## config.mk

```make
export PLATFORM = sky130hd
export DESIGN_NAME = ws2812_rx
export DESIGN_NICKNAME = d
export VERILOG_FILES = /design/src/rtl/ws2812_rx.sv
export SDC_FILE = /design/constraint.sdc
export NUM_CORES = 1
export LEC_CHECK = 0
export CAP_MARGIN = 15
export CORE_MARGIN = 2
export CORE_UTILIZATION = 51
export CTS_BUF_LIST = sky130_fd_sc_hd__clkbuf_4 sky130_fd_sc_hd__clkbuf_8 sky130_fd_sc_hd__clkbuf_16
export DETAILED_ROUTE_END_ITERATION = 7
export HOLD_SLACK_MARGIN = 0.03
export PLACE_DENSITY = 0.84
export SLEW_MARGIN = 20
export SYNTH_ARGS = -nofsm -noshare
export SYNTH_HDL_FRONTEND = slang
export SYNTH_SLANG_ARGS = --single-unit
```

## constraint.sdc

```tcl
create_clock -name clk -period 2 [get_ports clk]
set_input_delay 0.6 -clock clk [delete_from_list [all_inputs] [get_ports clk]]
set_output_delay 0.6 -clock clk [all_outputs]
set_load 0.01 [all_outputs]
```

## src/rtl/ws2812_rx.sv

```systemverilog
// ws2812_rx: decodes a WS2812 single-wire stream into 24-bit pixels,
// reporting end of frame at the latch gap and flagging malformed pulses.
// Ports:
//   clk          system clock
//   rst          synchronous reset, active low
//   din          WS2812 serial line (asynchronous)
//   pixel_data   decoded pixel, wire order G/R/B, MSB first
//   pixel_valid  1-cycle strobe for pixel_data/pixel_index
//   pixel_index  0-based pixel position in frame (saturating)
//   frame_done   1-cycle strobe at latch gap ending a non-empty frame
//   frame_pixels pixel count of last finished frame
//   bit_error    1-cycle strobe on malformed pulse or truncated pixel
module ws2812_rx #(
    parameter int THRESH_CYCLES = 29,
    parameter int MIN_HIGH      = 8,
    parameter int MAX_HIGH      = 60,
    parameter int RESET_CYCLES  = 2400,
    parameter int IDX_W         = 8
) (
    input  logic             clk,
    input  logic             rst,
    input  logic             din,
    output logic [23:0]      pixel_data,
    output logic             pixel_valid,
    output logic [IDX_W-1:0] pixel_index,
    output logic             frame_done,
    output logic [IDX_W-1:0] frame_pixels,
    output logic             bit_error
);

    localparam int LW = $clog2(RESET_CYCLES + 1);
    localparam int HW = $clog2(MAX_HIGH + 2);

    localparam logic [LW-1:0]    GAP  = LW'(RESET_CYCLES);
    localparam logic [HW-1:0]    HSAT = HW'(MAX_HIGH + 1);
    localparam logic [HW-1:0]    HMAX = HW'(MAX_HIGH);
    localparam logic [HW-1:0]    HMIN = HW'(MIN_HIGH);
    localparam logic [HW-1:0]    HTHR = HW'(THRESH_CYCLES);
    localparam logic [IDX_W-1:0] PSAT = '1;

    typedef enum logic [1:0] {
        WAIT_GAP,
        IDLE,
        HIGH,
        LOW
    } state_e;

    state_e           state_q;
    logic             s1_q;
    logic             s2_q;
    logic             prev_q;
    logic [LW-1:0]    low_cnt_q;
    logic [HW-1:0]    high_cnt_q;
    logic [4:0]       bit_cnt_q;
    logic [IDX_W-1:0] pix_cnt_q;
    logic [23:0]      shift_q;
    logic             emit_q;

    logic rise;
    logic fall;

    assign rise = s2_q & ~prev_q;
    assign fall = ~s2_q & prev_q;

    always_ff @(posedge clk) begin
        if (!rst) begin
            s1_q   <= 1'b0;
            s2_q   <= 1'b0;
            prev_q <= 1'b0;
        end else begin
            s1_q   <= din;
            s2_q   <= s1_q;
            prev_q <= s2_q;
        end
    end

    always_ff @(posedge clk) begin
        if (!rst) begin
            state_q      <= WAIT_GAP;
            low_cnt_q    <= '0;
            high_cnt_q   <= '0;
            bit_cnt_q    <= '0;
            pix_cnt_q    <= '0;
            shift_q      <= '0;
            emit_q       <= 1'b0;
            pixel_data   <= '0;
            pixel_valid  <= 1'b0;
            pixel_index  <= '0;
            frame_done   <= 1'b0;
            frame_pixels <= '0;
            bit_error    <= 1'b0;
        end else begin
            pixel_valid <= 1'b0;
            frame_done  <= 1'b0;
            bit_error   <= 1'b0;
            emit_q      <= 1'b0;

            unique case (state_q)
                WAIT_GAP: begin
                    if (s2_q) begin
                        low_cnt_q <= '0;
                    end else if (low_cnt_q == GAP) begin
                        state_q <= IDLE;
                    end else begin
                        low_cnt_q <= low_cnt_q + 1'b1;
                    end
                end
                IDLE: begin
                    if (rise) begin
                        state_q    <= HIGH;
                        high_cnt_q <= HW'(1);
                    end
                end
                HIGH: begin
                    // Over-long check first: a pulse ending exactly one
                    // cycle past MAX_HIGH is still a stuck line.
                    if (high_cnt_q > HMAX || (fall && high_cnt_q < HMIN)) begin
                        bit_error <= 1'b1;
                        state_q   <= WAIT_GAP;
                        low_cnt_q <= '0;
                        bit_cnt_q <= '0;
                        pix_cnt_q <= '0;
                    end else if (fall) begin
                        shift_q   <= {shift_q[22:0], (high_cnt_q >= HTHR)};
                        bit_cnt_q <= bit_cnt_q + 1'b1;
                        emit_q    <= (bit_cnt_q == 5'd23);
                        state_q   <= LOW;
                        low_cnt_q <= LW'(1);
                    end else if (high_cnt_q != HSAT) begin
                        high_cnt_q <= high_cnt_q + 1'b1;
                    end
                end
                LOW: begin
                    if (low_cnt_q == GAP) begin
                        if (bit_cnt_q != '0) begin
                            bit_error <= 1'b1;
                        end else if (pix_cnt_q != '0) begin
                            frame_done   <= 1'b1;
                            frame_pixels <= pix_cnt_q;
                        end
                        bit_cnt_q <= '0;
                        pix_cnt_q <= '0;
                        state_q   <= IDLE;
                    end else if (rise) begin
                        state_q    <= HIGH;
                        high_cnt_q <= HW'(1);
                    end else begin
                        low_cnt_q <= low_cnt_q + 1'b1;
                    end
                end
            endcase

            // Pixel goes out the cycle after the 24th bit is shifted in.
            if (emit_q && state_q == LOW) begin
                pixel_valid <= 1'b1;
                pixel_data  <= shift_q;
                pixel_index <= pix_cnt_q;
                bit_cnt_q   <= '0;
                if (pix_cnt_q != PSAT) begin
                    pix_cnt_q <= pix_cnt_q + 1'b1;
                end
            end
        end
    end

endmodule

```

==> out/qor.yml, run 1 <==
outcome: "complete, but fails checks"
violations: "negative setup slack"
crit_type: "register to register"
cp_max_fo: 8
min_period_ps: 2010
synth-edff-count: 0
p_sw_uw: 874
place_inst: 702
critPathTopFamily: "simple AND/OR/NAND/NOR gates"
io_buffers: 45
layout-drive-gt1-share_pct: 16.3
htreeDepth: 3
die_y_um: 98.7
cts.sinks: 104
io_pins: 46
antenna_found_initial: 0
relSlewSlack_pct: 72.6
tritoncts: "done"
areaGrowthSynthToFinish_pct: 25.1
setup_ws_ps: -14.1
utilization_pct: 65.6
cp_slowest_cell: "or4b_4"
skew_ps: 14.8
antenna_cells: 0
pre_cts_slack_ps: -17.6
design_power_total_mw: 3.49
yosysWarnings: 0
startpoint_type: "register"
stdcell_count: 722
place_congestion: 0.888
synth_nets: 548
initial_core_util_pct: 52.5
clock_path_buffers: 2
cp.required_ps: 2270
stdcell_area_mm2: 0.00572
cts-buffers-inserted: 9
first_global_vias: 4072
r2r-end: "frame_pixels[6]$_SDFFE_PN0P_"
dp_hpwl_um: 7400
overflow: 0
synth_top_flop_cell: "dfxtp_1"
comb_power_share_pct: 3.2
clk_pin_slew_worst_paths_ps: 110
wl_um: 11300
maxSlewViolCount: 0
p_per_area_mw_per_mm2: 610
vias: 4224
p_clk_share_pct: 37.2
drt_iter0_markers: 361
hold_end: "s2_q$_SDFF_PN0_"
drt-pass1-iter-count: 5
num_rows: 34
switching_share_pct: 25.0
final_common_cell: "nand2_1"
synth_cell_types: 60
ff2ff_setup_slack_ps: -10
fmax_mhz: 496
power.leakage_nw: 2.07
hold_ws_ps: 443
maxCapViolations: 0
cp_cell_sequence: "inv_2, ha_4, or4b_4, nor4_4, buf_4, nand3b_1, buf_12, mux2i_1, nor2_1"
synthArstFlopShare_pct: 0
cp-end-kind: "register"
cp.arrival_ps: 2290
antenna_left: 0
holdPathStages: 1
post-route-period-util_pct: 101
tns_ps: -27.8
syn-instance-count: 535
drc: 0
nets: 622
rsz0062_at_grt: "true"
hold_path_class: "register to register"
placed_cell_area_mm2: 0.00541
critPathBufInv: 3
p_seq_share_pct: 59.7
die_w_um: 98.7
via_per_inst: 5.85
final_cell_mix: "100 x nand2_1, 99 x dfxtp_1, 66 x a21oi_1"
wl_per_cell_um: 15.6
p_int_mw: 2.62
setup_viol: 4
worstHoldStart: "s1_q$_SDFF_PN0_"
ir_drop_uv: 345
worst_skew_pair.late_latency_ps: 380
synth_area_mm2: 0.00458
r2r.worst_path.cells: 9
ys_seq_area_share_pct: 45.5
grt_max_degree: 39
grt_first_pass_wirelength_um: 18600
grtUsageTotal_pct: 23.1
critPathMaxStageDelay_ps: 470
worst_slew_pin_slew_ps: 410
hold_viol: 0
synth.avg_cell_area_um2: 8.55
root_buffer: "clkbuf_8"
ys_seq_elements: 104
dieArea_mm2: 0.00975
r2r_start: "pix_cnt_q[1]$_SDFF_PN0_"
core_area_mm2: 0.00872
## registers in the layout, summed over array words and instances (netlist names)
signal / cells
low_cnt_q: 12
pix_cnt_q: 8
state_q: 2
s1_q: 1
frame_pixels: 8
s2_q: 1
high_cnt_q: 6
bit_cnt_q: 5
emit_q: 1
frame_done: 1
pixel_index: 8
prev_q: 1
bit_error: 1
shift_q: 24
pixel_data: 24
pixel_valid: 1
## synth_stat cells (2+ instances only)
| library cell | n | share of area (%) |
|---|---|---|
| or4b_1 | 2 | 0.44 |
| a41oi_4 | 2 | 1.2 |
| xor2_1 | 7 | 1.3 |
| nor2_1 | 28 | 2.3 |
| o31ai_1 | 4 | 0.66 |
| or4_1 | 3 | 0.49 |
| inv_1 | 13 | 1.1 |
| o21ai_0 | 7 | 0.77 |
| o211ai_1 | 2 | 0.33 |
| a21boi_1 | 4 | 0.66 |
| a211oi_1 | 5 | 0.82 |
| o21ai_1 | 4 | 0.44 |
| ha_1 | 10 | 2.7 |
| o21bai_1 | 2 | 0.33 |
| buf_2 | 6 | 0.66 |
| and3_1 | 9 | 1.2 |
| nand2_1 | 100 | 8.2 |
| nor3_1 | 12 | 1.3 |
| or2_2 | 2 | 0.27 |
| and4b_4 | 2 | 0.60 |
| nor4_1 | 6 | 0.82 |
| nor2b_1 | 3 | 0.41 |
| nand4_1 | 15 | 2.1 |
| dfxtp_1 | 104 | 46 |
| buf_1 | 5 | 0.41 |
| mux2i_1 | 9 | 2.0 |
| a21oi_1 | 66 | 7.2 |
| and2_1 | 5 | 0.68 |
| nand3_1 | 37 | 4.0 |
| a31oi_1 | 4 | 0.55 |
| xnor2_1 | 4 | 0.77 |
| nand2b_1 | 2 | 0.27 |
| or3_1 | 4 | 0.55 |
| o21a_1 | 2 | 0.33 |
| inv_2 | 2 | 0.16 |
| clkbuf_1 | 19 | 1.6 |
## cell type report
cell class	instances	area, um2
clock buffers	10	131
clock inverters	6	61.3
fillers	685	3000
inverters	15	56.3
multi-input cells	386	2380
flip-flops and latches	104	2090
well taps	108	135
repair buffers	93	865
## per-layer routing
metal  share of wire (%)  wire (um)  vias to the layer above  global-route usage, %
li1                    -          -                     2033                      -
met1                  43       4860                     2011                   28.3
met2                  49       5580                      144                   38.6
met3                 4.4        497                       36                   3.97
met4                 3.1        350                        0                   12.6
met5                   0          0                        -                      0
## cell families (layout without fill, tap and decap cells)
| family | count (synthesis) | in the layout | share of synthesized area, % |
|---|---|---|---|
| buffers and inverters | 45 | 124 | 3.86 |
| XOR/XNOR | 11 | 11 | 2.11 |
| adder cells (fa/ha/maj) | 10 | 10 | 2.73 |
| flip-flops | 104 | 104 | 45.5 |
| AND/OR/NAND/NOR | 240 | 240 | 26.2 |
| multiplexers | 10 | 10 | 2.21 |
| AO/OA/AOI/OAI | 115 | 115 | 17.4 |
## power by group through the flow
stage | Combinational [mW] | Clock [mW] | Sequential (mW)
2_1_floorplan | 0.0595 | 0 | 2.13
3_3_place_gp | 0.0982 | 0 | 2.13
3_5_place_dp | 0.101 | 0 | 2.13
4_1_cts | 0.103 | 1.31 | 2.08
5_1_grt | 0.120 | 1.39 | 2.09
6_report | 0.110 | 1.30 | 2.08
## worst max-delay path by stage
| stage | start | end | cells after the start |
|---|---|---|---|
| 6_report | pix_cnt_q[1]$_SDFF_PN0_ | frame_pixels[6]$_SDFFE_PN0P_ | 9 |
| 5_1_grt | pix_cnt_q[1]$_SDFF_PN0_ | frame_pixels[1]$_SDFFE_PN0P_ | 9 |
| 4_1_cts | pix_cnt_q[1]$_SDFF_PN0_ | frame_pixels[1]$_SDFFE_PN0P_ | 9 |
| 3_5_place_dp | pix_cnt_q[1]$_SDFF_PN0_ | frame_pixels[1]$_SDFFE_PN0P_ | 9 |
| 3_3_place_gp | pix_cnt_q[1]$_SDFF_PN0_ | frame_pixels[1]$_SDFFE_PN0P_ | 9 |
| 2_1_floorplan | high_cnt_q[0]$_SDFFE_PN0P_ | low_cnt_q[9]$_SDFFE_PN0P_ | 7 |
## timing repair
action,in CTS,in global routing
hold buffers,0,0
pin swaps,1,14
setup buffers,1,3
resized for setup,1,18
setup endpoints to repair,7,23
(Power assumes the default switching activity.)
==> run 2: changes to the inputs <==
CELL_PAD_IN_SITES_DETAIL_PLACEMENT = 0   (was default)
CELL_PAD_IN_SITES_GLOBAL_PLACEMENT = 2   (was default)
CORE_UTILIZATION = 31   (was 51)
PLACE_DENSITY = 0.8   (was 0.84)
SKIP_LAST_GASP = 1   (was default)
==> run 2 against run 1 <==
The flow now finishes without violations; design area rose by 4.9%; clock skew fell by 7.1 ps; via count fell by 3.4%.
==> out/qor.yml, run 2 (synthesis gave the netlist of run 1 again) <==
outcome: "finished clean"
critPathMaxStageDelay_ps: 470
fmax_mhz: 519
drt_iter0_markers: 249
num_rows: 44
vias: 4082
cp-end-kind: "register"
cts.sinks: 104
hold_viol: 0
startpoint_type: "register"
layout-drive-gt1-share_pct: 17.8
place_inst: 784
die_w_um: 125
stdcell_count: 808
dieArea_mm2: 0.0157
skew_ps: 7.71
die_y_um: 125
crit_type: "register to register"
cp.required_ps: 2240
antenna_left: 0
reg_top3: "pixel_data (24), shift_q (24), low_cnt_q (12)"
io_pins: 46
maxSlewViolCount: 0
wl_um: 11500
seq_area_mm2: 0.00209
root_buffer: "clkbuf_16"
maxCapViolations: 0
power.leakage_nw: 2.16
cp_max_fo: 8
dp_hpwl_um: 7900
htreeDepth: 3
antenna_cells: 0
io_buffers: 45
initial_core_util_pct: 31.6
drt-pass1-iter-count: 4
setup_viol: 0
cp_cell_sequence: "inv_2, ha_4, or4b_4, nor4_4, buf_4, nand3b_1, buf_12, mux2i_1, nor2_1"
setup_ws_ps: 71.4
nets: 633
cp.arrival_ps: 2170
fillers: 1427
cts-buffers-inserted: 9
final_cell_mix: "100 x nand2_1, 100 x dfxtp_1, 66 x a21oi_1"
multi_input_area_mm2: 0.00239
hold_path_class: "register to register"
p_per_area_mw_per_mm2: 660
grt_max_degree: 34
place_congestion: 0.807
pre_cts_slack_ps: 15.0
via_per_inst: 5.05
worst_slew_pin_slew_ps: 425
core_area_mm2: 0.0145
clk_pin_slew_worst_paths_ps: 70
antenna_found_initial: 0
areaGrowthSynthToFinish_pct: 31.3
first_global_vias: 3890
stdcell_area_mm2: 0.00601
rsz0062_at_grt: "true"
post-route-period-util_pct: 96.4
tritoncts: "done"
min_period_ps: 1930
relSlewSlack_pct: 71.6
placed_cell_area_mm2: 0.00557
grt_first_pass_wirelength_um: 19100
drc: 0
cp_slowest_cell: "or4b_4"
overflow: 0
ir_drop_uv: 419
worst_skew_pair.late_latency_ps: 340
clock_path_buffers: 2
wl_per_cell_um: 14.2
grtUsageTotal_pct: 14.7
run 2: cell count changes in the layout (fill, tap and decap cells not counted), sizes merged:
| cell | before | now |
|---|---|---|
| inv | 18 | 16 |
| buf | 48 | 59 |
| bufinv | 0 | 1 |
| clkinvlp | 1 | 2 |
| clkbuf | 10 | 9 |
run 2: path summary, 6_finish.rpt:
| kind | from | end | slack, ps | depth (start not counted) |
|---|---|---|---|---|
| hold reg to reg | s1_q$_SDFF_PN0_ | s2_q$_SDFF_PN0_ | 450 | 1 |
| setup / recovery | pix_cnt_q[0]$_SDFF_PN0_ | frame_pixels[1]$_SDFFE_PN0P_ | 70 | 9 |
| hold / removal | s1_q$_SDFF_PN0_ | s2_q$_SDFF_PN0_ | 450 | 1 |
| setup reg to reg | pix_cnt_q[0]$_SDFF_PN0_ | frame_pixels[1]$_SDFFE_PN0P_ | 70 | 9 |
run 2: timing repair:
action	4_1_cts	5_1_grt
pin swaps	1	11
endpoints found under the setup margin	4	21
gates cloned	0	0
hold buffers	0	0
setup buffers	1	8
resized for setup	2	16
run 2: area by class of cell:
type	count	share of cell area, %
Inverter	15	0.937
Tap cell	184	3.83
Timing Repair Buffer	104	15.7
Clock inverter	6	1.17
Clock buffer	9	3.75
Sequential cell	104	34.7
Multi-Input combinational cell	386	39.9
run 2: layer usage:
metal | GRT usage (%) | up-vias | part of all wire [%]
met5 | 0 | - | 0
met4 | 6.01 | 0 | 1.9
met3 | 2.61 | 15 | 3.2
met2 | 24.2 | 83 | 47
met1 | 19.0 | 1928 | 48
li1 | - | 2056 | -
run 2: stage by stage:
| stage | power, mW | TNS (ps) | hold WS [ps] | util [%] |
|---|---|---|---|---|
| 2_1_floorplan | 2.19 | 0 | 412 | - |
| 3_3_place_gp | 2.24 | 0 | 428 | 38.4 |
| 3_5_place_dp | 2.24 | 0 | 437 | 38.4 |
| 4_1_cts | 4.01 | 0 | 455 | 40.6 |
| 5_1_grt | 4.12 | -102 | 475 | 41.5 |
| 6_report | 3.97 | 0 | 445 | 41.5 |
run 2: power by group:
group / internal [mW] / switching (mW) / total [mW] / leakage, nW
Clock: 0.973 / 0.791 / 1.76 / 0.139
Sequential: 2.08 / 0.00504 / 2.08 / 0.840
Combinational: 0.0490 / 0.0705 / 0.120 / 1.18
run 2: critical path, delay by kind of cell (launching register included):
family,cells,cell delay [ps]
and+or+nand+nor,4,830
buffers and inverters,3,370
DFF,1,330
muxes,1,180
adders and majority gates,1,120
